===== config.mk =====
export PLATFORM = sky130hd
export DESIGN_NAME = truth_table_sweeper
export DESIGN_NICKNAME = d
export VERILOG_FILES = /design/src/rtl/truth_table_pkg.sv /design/src/rtl/sweep_settle_timer.sv /design/src/rtl/truth_table_sweeper.sv
export SDC_FILE = /design/constraint.sdc
export NUM_CORES = 1
export LEC_CHECK = 0
export BUFFER_PORTS_ARGS = -buffer_cell sky130_fd_sc_hd__buf_2
export CORE_AREA = 2 2 147 92
export DETAILED_ROUTE_END_ITERATION = 8
export DIE_AREA = 0 0 149 94
export GPL_TIMING_DRIVEN = 0
export SLEW_MARGIN = 20
export SYNTH_ARGS = -nofsm -noshare
export SYNTH_HDL_FRONTEND = slang
export SYNTH_SLANG_ARGS = --single-unit

===== constraint.sdc =====
create_clock -name clk -period 9.2 [get_ports clk]
set_input_delay 0.46 -clock clk [delete_from_list [all_inputs] [get_ports clk]]
set_output_delay 0.46 -clock clk [all_outputs]
set_load 0.1 [all_outputs]

===== src/rtl/truth_table_pkg.sv =====
// truth_table_pkg: shared types and constants for the truth-table sweep sequencer
// and its evaluator golden masks.
package truth_table_pkg;
   typedef enum logic [1:0] {S_IDLE, S_SETTLE, S_CAPTURE, S_DONE} state_t;
   localparam int N_MINTERMS = 16;
   localparam int IDX_W = 4;
   // F1 is minterms 1,2,3,6,11,12,14,15; F2 is the same function written as maxterms.
   localparam logic [N_MINTERMS-1:0] GOLD_F1 = 16'hD84E;
   localparam logic [N_MINTERMS-1:0] GOLD_F2 = 16'hD84E;
endpackage


===== src/rtl/sweep_settle_timer.sv =====
// sweep_settle_timer: loadable down-counter with a zero flag, shared by the
// lab-board sequencers to time settle windows.
module sweep_settle_timer #(
   parameter int W = 4
) (
   input  logic         clk,
   input  logic         rst_n,
   input  logic         load,
   input  logic [W-1:0] load_val,
   output logic         zero
);
   logic [W-1:0] cnt;
   always_ff @(posedge clk or negedge rst_n) begin
      if (!rst_n) cnt <= '0;
      else if (load) cnt <= load_val;
      else if (cnt != '0) cnt <= cnt - 1'b1;
   end
   assign zero = (cnt == '0);
endmodule


===== src/rtl/truth_table_sweeper.sv =====
// truth_table_sweeper: walks {w,x,y,z} through all 16 minterms, captures F1/F2
// after a settle delay and compares the truth tables with masks latched at start.
module truth_table_sweeper
   import truth_table_pkg::*;
#(
   parameter int SETTLE = 1
) (
   input  logic                  clk,
   input  logic                  rst_n,
   input  logic                  start,
   input  logic [N_MINTERMS-1:0] exp_f1,
   input  logic [N_MINTERMS-1:0] exp_f2,
   output logic                  w,
   output logic                  x,
   output logic                  y,
   output logic                  z,
   input  logic                  f1_in,
   input  logic                  f2_in,
   output logic                  busy,
   output logic                  done,
   output logic [N_MINTERMS-1:0] f1_table,
   output logic [N_MINTERMS-1:0] f2_table,
   output logic                  pass,
   output logic [IDX_W-1:0]      fail_idx
);
   localparam logic [IDX_W-1:0] LAST = IDX_W'(N_MINTERMS - 1);
   localparam logic [IDX_W-1:0] SETTLE_LOAD = (SETTLE == 0) ? '0 : IDX_W'(SETTLE - 1);
   localparam state_t ENTRY = (SETTLE == 0) ? S_CAPTURE : S_SETTLE;
   state_t                state;
   logic [IDX_W-1:0]      idx;
   logic [N_MINTERMS-1:0] e1, e2, f1_nxt, f2_nxt, mis;
   logic [IDX_W-1:0]      lo;
   logic                  load, zero;
   assign load = (state == S_IDLE && start) || (state == S_CAPTURE && idx != LAST);
   sweep_settle_timer #(.W(IDX_W)) u_timer (
      .clk(clk),
      .rst_n(rst_n),
      .load(load),
      .load_val(SETTLE_LOAD),
      .zero(zero)
   );
   // Verdict is taken on the tables including the bit captured at the final edge.
   always_comb begin
      f1_nxt = f1_table;
      f1_nxt[idx] = f1_in;
      f2_nxt = f2_table;
      f2_nxt[idx] = f2_in;
      mis = (f1_nxt ^ e1) | (f2_nxt ^ e2);
      lo = '0;
      for (int i = N_MINTERMS - 1; i >= 0; i--) if (mis[i]) lo = IDX_W'(i);
   end
   always_ff @(posedge clk or negedge rst_n) begin
      if (!rst_n) begin
         state <= S_IDLE;
         idx <= '0;
         busy <= 1'b0;
         done <= 1'b0;
         f1_table <= '0;
         f2_table <= '0;
         pass <= 1'b0;
         fail_idx <= '0;
         e1 <= '0;
         e2 <= '0;
      end else begin
         done <= 1'b0;
         case (state)
            S_IDLE: if (start) begin
               e1 <= exp_f1;
               e2 <= exp_f2;
               idx <= '0;
               f1_table <= '0;
               f2_table <= '0;
               pass <= 1'b0;
               fail_idx <= '0;
               busy <= 1'b1;
               state <= ENTRY;
            end
            S_SETTLE: if (zero) state <= S_CAPTURE;
            S_CAPTURE: begin
               f1_table <= f1_nxt;
               f2_table <= f2_nxt;
               if (idx == LAST) begin
                  done <= 1'b1;
                  pass <= (mis == '0);
                  fail_idx <= lo;
                  state <= S_DONE;
               end else begin
                  idx <= idx + 1'b1;
                  state <= ENTRY;
               end
            end
            default: begin
               busy <= 1'b0;
               state <= S_IDLE;
            end
         endcase
      end
   end
   assign {w, x, y, z} = idx;
endmodule


# [After elaboration in Yosys (flattened, before gate mapping)]
# Index checks and enable logic that the tools add are counted.
[word_totals] ff_bits=81 input_bits=37 out_inout_bits=43
[classes] add_sub_neg=2 magnitude_cmp=2 eq_ne=8 n_mux=41 bitwise_logic=4 n_reduce_logical=17
[op_table] operator="$mux W4" n=21
[op_table] operator="$pmux W16 S2" n=2
[op_table] operator="$bwmux W16" n=2
[op_table] operator="$xor A16 B16 Y16" n=2
[op_table] operator="$logic_not A16 Y1" n=1
[op_table] operator="$mux W16" n=1
[op_table] operator="$or A16 B16 Y16" n=1
[op_table] operator="$pmux W4 S2" n=2
[op_table] operator="$reduce_and A2 Y1" n=4
[op_table] operator="$mux W1" n=6
[op_table] operator="$mux W2" n=3
[op_table] operator="$pmux W2 S3" n=1
[op_table] operator="$reduce_and A3 Y1" n=2
[op_table] operator="$lt A4 B5 Y1 const B" n=1
[op_table] operator="$add A4 B1 Y4 const B" n=1
[op_table] operator="$demux W1 S4" n=1
[op_table] operator="$eq A4 B4 Y1 const B" n=1
[op_table] operator="$ge A4 B1 Y1 const B" n=1
[op_table] operator="$logic_not A4 Y1" n=1
[op_table] operator="$ne A2 B1 Y1 const B" n=2
[op_table] operator="$ne A2 B2 Y1 const B" n=2
[op_table] operator="$ne A4 B4 Y1 const B" n=1
[op_table] operator="$pmux W1 S2" n=2
[op_table] operator="$reduce_bool A2 Y1" n=2
[op_table] operator="other kinds (9)" n=11

# [Depth between registers and ports, before layout]
# Gate-level depths: netlist (run 1).
[depth] word_depth=25 ltp_mapped=10 ltp_nobuf=9

# [By module]
# From an unflattened synthesis (run 1), not the netlist that was laid out.
[hier_totals] cells_unflattened=403 hier_area_um2=4357.9
[modules_own_cells] module="truth_table_sweeper" n_inst=1 cells_per_inst=381 area_per_inst_um2=4124.0
[modules_own_cells] module="sweep_settle_timer" n_inst=1 cells_per_inst=22 area_per_inst_um2=234.0

# [Worst setup path after synthesis (run 1)]
# No wires, ideal clock.
[synth_timing] path_kind="register to register" startpoint="register idx[1]" endpoint="register fail_idx[3]" setup_ps=69 arrival_time_ps=3616 path_slack_ps=5515 path_stages_with_launch=10 path_cell_list="dfrtp_1 ha_1 or3b_1 buf_2 mux2i_4 xnor2_1 or4b_4 or4b_4 nor4_4 a22o_1"
[synth_between] elab_chain_cells=25 word_cells_on_any_way=31 classes_between="2 x order compare; 2 x eq/ne; 22 x mux; 3 x bitwise; 2 x reduce/logical"
[synth_lines] item="from (decl)" line="truth_table_sweeper.sv:30" rtl="logic [IDX_W-1:0] idx;"
[synth_lines] item="from (signal assigned)" line="truth_table_sweeper.sv:88" rtl="idx <= idx + 1'b1;"
[synth_lines] item="$lt A4 B5 Y1 (implied by the code) / $ge A4 B1 Y1 (equally long branches)" line="truth_table_sweeper.sv:45, truth_table_sweeper.sv:47"
[synth_lines] item="$logic_and A1 B1 Y1 (implied by the code)" line="truth_table_sweeper.sv:45, truth_table_sweeper.sv:47"
[synth_lines] item="$mux W1 (implied by the code)" line="truth_table_sweeper.sv:45, truth_table_sweeper.sv:47"
[synth_lines] item="$demux W1 S4" line="truth_table_sweeper.sv:45, truth_table_sweeper.sv:47"
[synth_lines] item="$bwmux W16 (on tied branches)" line="truth_table_sweeper.sv:45, truth_table_sweeper.sv:47"
[synth_lines] item="$xor A16 B16 Y16" line="truth_table_sweeper.sv:48" rtl="mis = (f1_nxt ^ e1) | (f2_nxt ^ e2);"
[synth_lines] item="$or A16 B16 Y16" line="truth_table_sweeper.sv:48"
[synth_lines] item="$mux W4 (16 in series)" line="truth_table_sweeper.sv:50" rtl="for (int i = N_MINTERMS - 1; i >= 0; i--) if (mis[i]) lo = IDX_W'(i);"
[synth_lines] item="$mux W4" line="truth_table_sweeper.sv:82" rtl="if (idx == LAST) begin"
[synth_lines] item="$pmux W4 S2" line="truth_table_sweeper.sv:66" rtl="case (state)"
[synth_lines] item="to (signal assigned)" line="truth_table_sweeper.sv:85" rtl="fail_idx <= lo;"
[synth_lines] item="to (decl)" line="truth_table_sweeper.sv:24" rtl="output logic [IDX_W-1:0] fail_idx"
# Several ways; a longest one is shown, not always the timed one. The select of a mux whose other input is x is not followed.
# A chain may end at the register's enable or synchronous reset.

# [Final worst setup path (run 1)]
[layout_timing] startpoint="register idx[0]" endpoint="register pass"
[layout_between] elab_chain_cells=10 word_cells_on_any_way=16 classes_between="2 x order compare; 2 x eq/ne; 6 x mux; 3 x bitwise; 3 x reduce/logical"
[layout_lines] item="$lt A4 B5 Y1 (implied by the code) / $ge A4 B1 Y1 (equally long branches)" line="truth_table_sweeper.sv:45, truth_table_sweeper.sv:47"
[layout_lines] item="$logic_and A1 B1 Y1 (implied by the code)" line="truth_table_sweeper.sv:45, truth_table_sweeper.sv:47"
[layout_lines] item="$mux W1 (implied by the code)" line="truth_table_sweeper.sv:45, truth_table_sweeper.sv:47"
[layout_lines] item="$demux W1 S4" line="truth_table_sweeper.sv:45, truth_table_sweeper.sv:47"
[layout_lines] item="$bwmux W16 (on tied branches)" line="truth_table_sweeper.sv:45, truth_table_sweeper.sv:47"
[layout_lines] item="$xor A16 B16 Y16" line="truth_table_sweeper.sv:48"
[layout_lines] item="$or A16 B16 Y16" line="truth_table_sweeper.sv:48"
[layout_lines] item="$logic_not A16 Y1" line="truth_table_sweeper.sv:84" rtl="pass <= (mis == '0);"
[layout_lines] item="$mux W1" line="truth_table_sweeper.sv:82"
[layout_lines] item="$pmux W1 S2" line="truth_table_sweeper.sv:66"
[layout_lines] item="to (signal assigned)" line="truth_table_sweeper.sv:84"
[layout_lines] item="to (decl)" line="truth_table_sweeper.sv:23" rtl="output logic pass,"
# Several ways; a longest one is shown, not always the timed one. The select of a mux whose other input is x is not followed.

==> reports/qor.yml, run 1 <==
routedWlPerCell_um: 18.0
synth_common_cells: "81 x dfrtp_1, 38 x inv_1, 32 x mux2_2"
grt_pass1_vias: 3390
area_growth_pct: 21.2
fmax_ghz: 0.285
wl_met1_um: 5940
tightest_slew_ns: 0.834
grt_max_degree: 55
port_buffers: 77
num_vias: 3387
ys_seq_elements: 81
die_area_um2: 14000
initial_core_util: 0.344
hold_violations: 0
ir_drop_uv: 105
routed_wl_um: 12000
clk_pin_slew_worst_paths_ns: 0.06
cts_resized: 0
diodes: 0
leakage_nw: 2.49
synth_warnings: 0
drive_gt1_frac: 0.264
boundaryPins: 80
multi_input_area_um2: 2070
fp-row-count: 32
finalWorstSetupSlack_ns: 5.69
cp_data_required_time_ns: 9.48
first_iter_violations: 299
rsz0062_at_grt: "false"
finalClockSkew_ns: 0.00689
via_per_inst: 5.09
place_ws_ns: 5.76
met3_length_um: 990
hold_buffers: 0
yosys-top-cells-area: "dfrtp_1 47%, mux2_2 8.3%, mux2i_1 7.2%, o22ai_1 4.5%, xnor2_1 4.0%"
grt_pass1_wl_um: 19100
path_class: "flip-flop to flip-flop"
final.setup.tns_ns: 0
start_kind: "flip-flop"
synth_edf_count: 0
cts_tree: "built"
yosysMostFrequentCell: "dfrtp_1"
slowest_delay_ns: 0.54
yosysTopAreaCell: "dfrtp_1"
grt_usage: 0.182
drc_errors: 0
share_comb_of_total_power: 0.416
finalSetupViolations: 0
synthArstFlopShare: 1.00
cts_max_path_buffers: 2
die_h_um: 94
hp-class: "input port to asynchronous set/reset pin"
detail-route-antenna-nets: 0
status: "finished clean"
overflow: 0
yosysTopAreaCellShare: 0.468
cts_setup_buffers: 0
seq_power_share: 0.347
critPathArrivalTime_ns: 3.79
layout.nets: 538
drv_slew: 0
power_switching_uw: 611
synth_nets: 449
p_int_uw: 901
sw_frac_of_total: 0.404
fin_crit_ns: 3.51
clock_sinks: 81
fin_cells: 666
root_buffer: "clkbuf_16"
cellPowerDensity_nw_per_um2: 288
die_x_um: 149
dp.cells: 650
yosysSeqAreaShare: 0.468
end_kind: "flip-flop"
crit_chain: "inv_1 > ha_1 > or3b_1 > buf_2 > mux2i_1 > xor2_1 > or4b_4 > or4b_4 > nor4_4 > a22o_1"
topRoutingLayerUsed: "met4"
gp_congestion: 0.898
cts_htree_levels: 3
fillCellCount: 1244
period_share: 0.381
synth_area_um2: 4330
cts_buffers: 9
cap_violations: 0
coreArea_um2: 12600
ys_types: 43
syn_area_per_cell_um2: 10.8
drtPass1Iterations: 4
final_util: 0.417
cp_slowest_cell: "or4b_4"
cp_max_fo: 6
clock_power_share: 0.237
dp_hpwl_um: 9070
synth_ff_type: "dfrtp_1"
path_common_cell: "or4b_4"
synth_cells: 402
seq_area_um2: 2030
clkLatencyLatePin_ns: 0.34
antenna_found_initial: 0
slew_headroom: 0.444
met2_length_um: 4990
final timing paths:
path                            from          end  slack (ns)  cells after the start
hold / removal                 rst_n     state[0]        0.04                      1
max in group asynchronous      rst_n  fail_idx[0]        8.56                      2
setup / recovery              idx[0]         pass        5.69                     10
setup reg to reg              idx[0]         pass        5.69                     10
hold reg to reg                 busy         busy        0.50                      1
min in group clk           exp_f1[6]        e1[6]        0.35                      2
flip-flops by register name, indices dropped and copies added (netlist names):
| signal | count |
|---|---|
| e1 | 16 |
| e2 | 16 |
| f1_table | 16 |
| f2_table | 16 |
| fail_idx | 4 |
| idx | 4 |
| u_timer.cnt | 4 |
| state | 2 |
| busy | 1 |
| done | 1 |
| pass | 1 |
layout make-up:
cell class                      instances  area share
Buffer                                 21      0.0157
Clock buffer                           13      0.0477
Clock inverter                          3     0.00763
Inverter                               38      0.0272
Multi-Input combinational cell        262       0.396
Sequential cell                        81       0.386
Tap cell                              170      0.0406
Timing Repair Buffer                   78      0.0792
power by group through the flow:
stage / Sequential [mW] / Combinational (mW) / Clock, mW
5_1_grt: 0.535 / 0.687 / 0.381
6_report: 0.524 / 0.629 / 0.359
2_1_floorplan: 0.589 / 0.399 / 0
3_3_place_gp: 0.525 / 0.608 / 0
4_1_cts: 0.524 / 0.627 / 0.366
3_5_place_dp: 0.531 / 0.623 / 0
through the flow:
stage               cell area [um^2]  power [mW]  hold slack (ns)
floorplan                       4330       0.988            0.164
global placement                4920        1.13            0.481
detailed placement              4950        1.15            0.418
CTS                             5250        1.52           0.0522
global route                    5250        1.60           0.0740
finish                          5250        1.51           0.0447
cells by family after synthesis:
family / count (synthesis) / synth area share
xor+xnor: 37 / 0.0749
mux: 64 / 0.160
buf+inv: 59 / 0.0521
flops: 81 / 0.468
fa+ha+maj: 10 / 0.0289
simple gates: 73 / 0.0998
compound gates: 78 / 0.116
per-layer routing:
layer / track usage / vias up
met3: 0.0471 / 10
li1: - / 1599
met5: 0 / -
met2: 0.259 / 121
met1: 0.279 / 1657
met4: 0.0317 / 0
critical path, delay by kind of cell (launching register included):
family | cells | cell delay [ns]
xor+xnor | 1 | 0.31
compound gates | 1 | 0.17
buf+inv | 2 | 0.31
mux | 1 | 0.18
simple gates | 4 | 1.74
flops | 1 | 0.46
fa+ha+maj | 1 | 0.28
cell usage in the layout (no fill, tap or decap), types with 3 or more instances in the layout:
master and count:
a21oi_1 21, a22o_1 5, buf_2 79, clkbuf_1 20
clkbuf_16 9, dfrtp_1 81, ha_1 10, inv_1 38
mux2_2 32, mux2i_1 31, nand2_1 19, nand2b_1 3
nand3_1 8, nand3b_1 8, nand4_1 4, nor2_1 9
nor2b_1 3, o21ai_0 7, o22ai_1 31, or3b_1 3
xnor2_1 20, xor2_1 17
(Power assumes the default switching activity.)
==> run 2, diff against run 1 <==
clock period = 3.3 ns   (was 9.2 ns; I/O delays follow)
==> run 2 against run 1 <==
  * Non-clock buffer count is 3 higher
  * Register-to-register slack got worse by 5.5 ns
  * Clock skew decreased by 0.0033 ns
  * Utilization rose by 0.61 points
  * Combinational power rose to 2.9 times the previous value
  * Design area increased by 1.5%
  * Maximum frequency rose by 11%
  * Setup slack worse by 5.5 ns
  * Power rose to 2.8 times the previous value
  * Via count increased by 2.4%
  * Die area stayed put
  * Wire length is 1.4% higher
  * Largest power group unchanged
==> reports/qor.yml, run 2 (synthesis results as in run 1) <==
leakage_nw: 2.50  # +0.30%
drtPass1Iterations: 5  # +1
gp_congestion: 0.829  # -7.7%
final_cell_mix: "78 x buf_2, 77 x dfrtp_1, 37 x inv_1"
dp_hpwl_um: 9070  # about the same
clkLatencyLatePin_ns: 0.33  # about the same
cellPowerDensity_nw_per_um2: 805  # +180%
antenna_found_initial: 0  # unchanged
path_class: "flip-flop to flip-flop"
min_to: "e1[6]"
boundaryPins: 80  # unchanged
clk_pin_slew_worst_paths_ns: 0.06  # about the same
period_share: 0.956  # +0.574
cp_data_required_time_ns: 3.57  # -5.91 ns
place_ws_ns: 0.0187  # -5.75 ns
worstReg2RegEnd: "fail_idx[3]"
hp-class: "input port to flip-flop"
area_growth_pct: 23.0
first_iter_violations: 332  # +11%
via_per_inst: 5.18  # +1.9%
grt_pass1_wl_um: 19200  # +0.36%
final_common_cell: "buf_2"
cts_htree_levels: 3  # unchanged
drc_errors: 0  # unchanged
layout.nets: 541  # +0.56%
initial_core_util: 0.344  # unchanged
fmax_ghz: 0.317  # +11%
finish.instance_area_um2: 5320  # +1.5%
detail-route-antenna-nets: 0  # unchanged
r2r_start: "idx[0]"
slew_headroom: 0.516  # +0.0720
dp.cells: 650  # unchanged
ir_drop_uv: 295  # +180%
cts_tree: "built"
port_buffers: 77  # unchanged
overflow: 0  # unchanged
grt_pass1_vias: 3425  # +1.0%
die_h_um: 94  # unchanged
fp-row-count: 32  # unchanged
power_mw: 4.28  # +180%
diodes: 0  # unchanged
fin_crit_ns: 3.15  # -0.356 ns
start_kind: "flip-flop"
cts_buffers: 9  # unchanged
tightest_slew_ns: 0.726  # -0.108 ns
placed_area_um2: 4970  # +0.30%
end_kind: "flip-flop"
finalWorstSetupSlack_ns: 0.147  # -5.54 ns
ff2ff_setup_slack_ns: 0.15  # -5.54 ns
finalClockSkew_ns: 0.00358  # -0.00331 ns
coreArea_um2: 12600  # unchanged
die_area_um2: 14000  # unchanged
root_buffer: "clkbuf_16"
status: "finished clean"
cap_violations: 0  # unchanged
die_x_um: 149  # unchanged
finalSetupViolations: 0  # unchanged
hold_start: "exp_f1[6]"
num_vias: 3467  # +2.4%
hold_violations: 0  # unchanged
grt_usage: 0.182  # about the same
fin_cells: 669  # +0.45%
routedWlPerCell_um: 18.2  # +0.90%
critPathArrivalTime_ns: 3.43  # -0.36 ns
cp_max_fo: 6  # unchanged
clock_sinks: 81  # unchanged
grt_max_degree: 47  # -15%
rr_worst_depth: 10  # unchanged
drive_gt1_frac: 0.287  # +0.0225
routed_wl_um: 12200  # +1.4%
drv_slew: 0  # unchanged
holdPathStages: 2
cts_max_path_buffers: 2  # unchanged
-- run 2: cell types whose count changed in the layout (fill, tap and decap cells not counted), sizes merged --
| cell | before | now |
|---|---|---|
| dlygate4sd3 | 0 | 1 |
| buf | 82 | 84 |
-- run 2: worst max-delay path by stage --
stage / startpoint / to / slack [ns] / cells past startpoint
2_1_floorplan: idx[0] / fail_idx[3] / 0.12 / 10
3_3_place_gp: idx[0] / pass / 0.06 / 10
3_5_place_dp: idx[0] / pass / 0.02 / 10
4_1_cts: idx[1] / fail_idx[3] / 0.04 / 10
5_1_grt: idx[1] / fail_idx[3] / -0.003 / 10
6_report: idx[0] / fail_idx[3] / 0.15 / 10
-- run 2: critical path, stage by stage, from the launching register on --
cell	delay (ns)
dfrtp_4	0.52
inv_4	0.11
ha_4	0.16
or3b_1	0.36
buf_4	0.17
mux2i_4	0.19
xnor2_1	0.16
or4b_4	0.55
or4b_4	0.54
nor4_4	0.17
a22o_1	0.16
-- run 2: where the power goes --
| part | switching (mW) | internal, mW |
|---|---|---|
| Sequential | 0.221 | 1.25 |
| Combinational | 1.11 | 0.705 |
| Clock | 0.387 | 0.605 |
| Total | 1.72 | 2.56 |
-- run 2: metal layers --
layer  vias up  routed length, um  GRT usage
li1       1613                  -          -
met1      1706               6120      0.276
met2       138               5090      0.260
met3        10                850     0.0505
met4         0                 99     0.0325
met5         -                  0          0
-- run 2: repair_timing --
action | 4_1_cts | 5_1_grt
resized for setup | 1 | 8
hold buffers | 1 | 0
hold endpoints to repair | 35 | 0
endpoints found under the setup margin | 2 | 4
pin swaps | 1 | 2
buffers inserted | 1 | 1
cloned | 0 | 0
-- run 2: stage by stage --
| stage | utilization | setup TNS, ns | hold slack, ns |
|---|---|---|---|
| detailed placement | 0.395 | 0 | 0.164 |
| global placement | 0.393 | 0 | 0.397 |
| floorplan | - | 0 | -0.131 |
| CTS | 0.420 | 0 | 0.0507 |
| finish | 0.423 | 0 | 0.0573 |
| global route | 0.423 | -0.00294 | 0.0519 |
-- run 2: cell type report --
cell class | count | area (um^2)
buffer | 21 | 86.3
clock buffer | 13 | 250
clock inverter | 3 | 40.0
fill | 1219 | 7250
inverter | 38 | 145
multi-input combinational | 262 | 2110
sequential | 81 | 2040
tap | 170 | 213
timing repair buffer | 81 | 440
==> run 3, diff against run 2 <==
--- a/config.mk
+++ b/config.mk
@@ -8,4 +8,5 @@
 export BUFFER_PORTS_ARGS = -buffer_cell sky130_fd_sc_hd__buf_2
 export CORE_AREA = 2 2 147 92
+export CTS_CLUSTER_DIAMETER = 30
 export DETAILED_ROUTE_END_ITERATION = 8
 export DIE_AREA = 0 0 149 94
==> constraint.sdc (replaced) <==
create_clock -name clk -period 3.3 [get_ports clk]
set_input_delay 0.66 -clock clk [delete_from_list [all_inputs] [get_ports clk]]
set_output_delay 0.66 -clock clk [all_outputs]
set_load 0.1 [all_outputs]
==> run 3 against run 2 <==
  * Sequential cell count unchanged
  * Maximum frequency barely moved
  * Cell count decreased by 0.15%
  * Non-clock buffer count down 1
  * Critical path type unchanged
  * Critical endpoint unchanged
  * Highest routed layer unchanged
==> reports/qor.yml, run 3 (synthesis results as in run 1) <==
antenna_found_initial: 0  # unchanged
cts_tree: "built"
port_buffers: 77  # unchanged
fillCellCount: 1219  # unchanged
cp_data_required_time_ns: 3.57  # about the same
fmax_ghz: 0.317  # about the same
final.setup.tns_ns: 0  # unchanged
gp_congestion: 0.829  # unchanged
coreArea_um2: 12600  # unchanged
period_share: 0.956  # about the same
drtPass1Iterations: 5  # unchanged
layout.nets: 540  # -0.18%
grt_usage: 0.182  # unchanged
start_kind: "flip-flop"
finalSetupViolations: 0  # unchanged
cap_violations: 0  # unchanged
tightest_slew_ns: 0.720  # -0.00586 ns
cts_buffers: 9  # unchanged
final_cell_mix: "78 x buf_2, 77 x dfrtp_1, 37 x inv_1"
num_vias: 3454  # -0.37%
hp-class: "input port to asynchronous set/reset pin"
cellPowerDensity_nw_per_um2: 806  # about the same
initial_core_util: 0.344  # unchanged
routedWlPerCell_um: 18.2  # about the same
dp_hpwl_um: 9070  # unchanged
first_iter_violations: 337  # +1.5%
status: "finished clean"
drv_slew: 0  # unchanged
via_per_inst: 5.17  # -0.23%
fp-row-count: 32  # unchanged
cts_htree_levels: 3  # unchanged
overflow: 0  # unchanged
die_x_um: 149  # unchanged
clk_pin_slew_worst_paths_ns: 0.06  # about the same
cts_max_path_buffers: 2  # unchanged
area_growth_pct: 22.8
drive_gt1_frac: 0.289  # +0.00258
drc_errors: 0  # unchanged
root_buffer: "clkbuf_16"
leakage_nw: 2.49  # about the same
path_class: "flip-flop to flip-flop"
grt_pass1_wl_um: 19200  # unchanged
ir_drop_uv: 294  # -0.21%
grt_pass1_vias: 3425  # unchanged
end_kind: "flip-flop"
final_common_cell: "buf_2"
die_area_um2: 14000  # unchanged
die_h_um: 94  # unchanged
power_mw: 4.28  # about the same
fin_crit_ns: 3.15  # +0.00128 ns
routed_wl_um: 12100  # -0.25%
cp_max_fo: 6  # unchanged
grt_max_degree: 47  # unchanged
clock_sinks: 81  # unchanged
slew_headroom: 0.520  # +0.00391
hold_violations: 0  # unchanged
detail-route-antenna-nets: 0  # unchanged
boundaryPins: 80  # unchanged
clkLatencyLatePin_ns: 0.33  # about the same
critPathArrivalTime_ns: 3.43  # about the same
finalClockSkew_ns: 0.00419  # +0.000606 ns
diodes: 0  # unchanged
==> run 3: cell count changes in the layout (fill, tap and decap cells not counted) <==
cell,before,now
clkbuf_2,1,2
dlygate4sd3_1,1,0
clkbuf_1,19,18
==> run 3: worst paths after layout <==
kind                                to  slack [ns]  depth (start not counted)  startpoint
max                        fail_idx[3]        0.15                         10      idx[0]
min in group clk                  busy        0.49                          1        busy
max in group asynchronous  f2_table[6]        2.40                          2       rst_n
min reg2reg                       busy        0.49                          1        busy
min                           state[0]        0.29                          1       rst_n
max reg2reg                fail_idx[3]        0.15                         10      idx[0]
==> run 3: area by class of cell <==
| class | instances | area [um^2] | share of cell area |
|---|---|---|---|
| inverter | 38 | 145 | 0.0273 |
| multi-input combinational | 262 | 2110 | 0.397 |
| sequential | 81 | 2040 | 0.383 |
| clock inverter | 3 | 40.0 | 0.00754 |
| clock buffer | 13 | 250 | 0.0471 |
| buffer | 21 | 87.6 | 0.0165 |
| tap | 170 | 213 | 0.0400 |
| timing repair buffer | 80 | 430 | 0.0810 |
==> run 3: timing repair <==
| action | CTS | global route |
|---|---|---|
| endpoints found under the setup margin | 2 | 4 |
| setup buffers | 1 | 1 |
| hold buffers | 0 | 0 |
| gates resized for setup | 1 | 10 |
| hold endpoints to repair | 0 | 0 |
| pin swaps | 1 | 2 |
==> run 3: where the power goes <==
group | internal, mW | switching, mW
logic | 0.704 | 1.11
registers | 1.25 | 0.221
clock network | 0.605 | 0.387
total | 2.56 | 1.72
==> run 3: metrics by stage <==
| step | worst slack, ns | instance area, um^2 | cells | utilization | hold slack (ns) |
|---|---|---|---|---|---|
| final | 0.145 | 5310 | 668 | 0.423 | 0.291 |
| after global routing | -0.00293 | 5310 | 668 | 0.423 | 0.318 |
| after CTS | 0.0428 | 5270 | 667 | 0.419 | 0.306 |
| after detailed placement | -0.214 | 4970 | 650 | 0.395 | 0.490 |
| after global placement | -0.116 | 4940 | 649 | 0.393 | 0.478 |
| after floorplan | 0.124 | 4340 | 402 | - | 0.364 |
==> run 3: per-layer routing <==
metal	vias to the layer above	track usage	routed length (um)
li1	1608	-	-
met1	1692	0.276	6070
met2	144	0.260	5010
met3	10	0.0505	935
met4	0	0.0325	110
met5	-	0	0
==> run 3: worst max-delay path, stage by stage, from the launching register on <==
cell     delay [ns]
dfrtp_4        0.52
inv_4          0.10
ha_4           0.16
or3b_1         0.36
buf_4          0.17
mux2i_4        0.19
xnor2_1        0.16
or4b_4         0.55
or4b_4         0.54
nor4_4         0.17
a22o_1         0.16
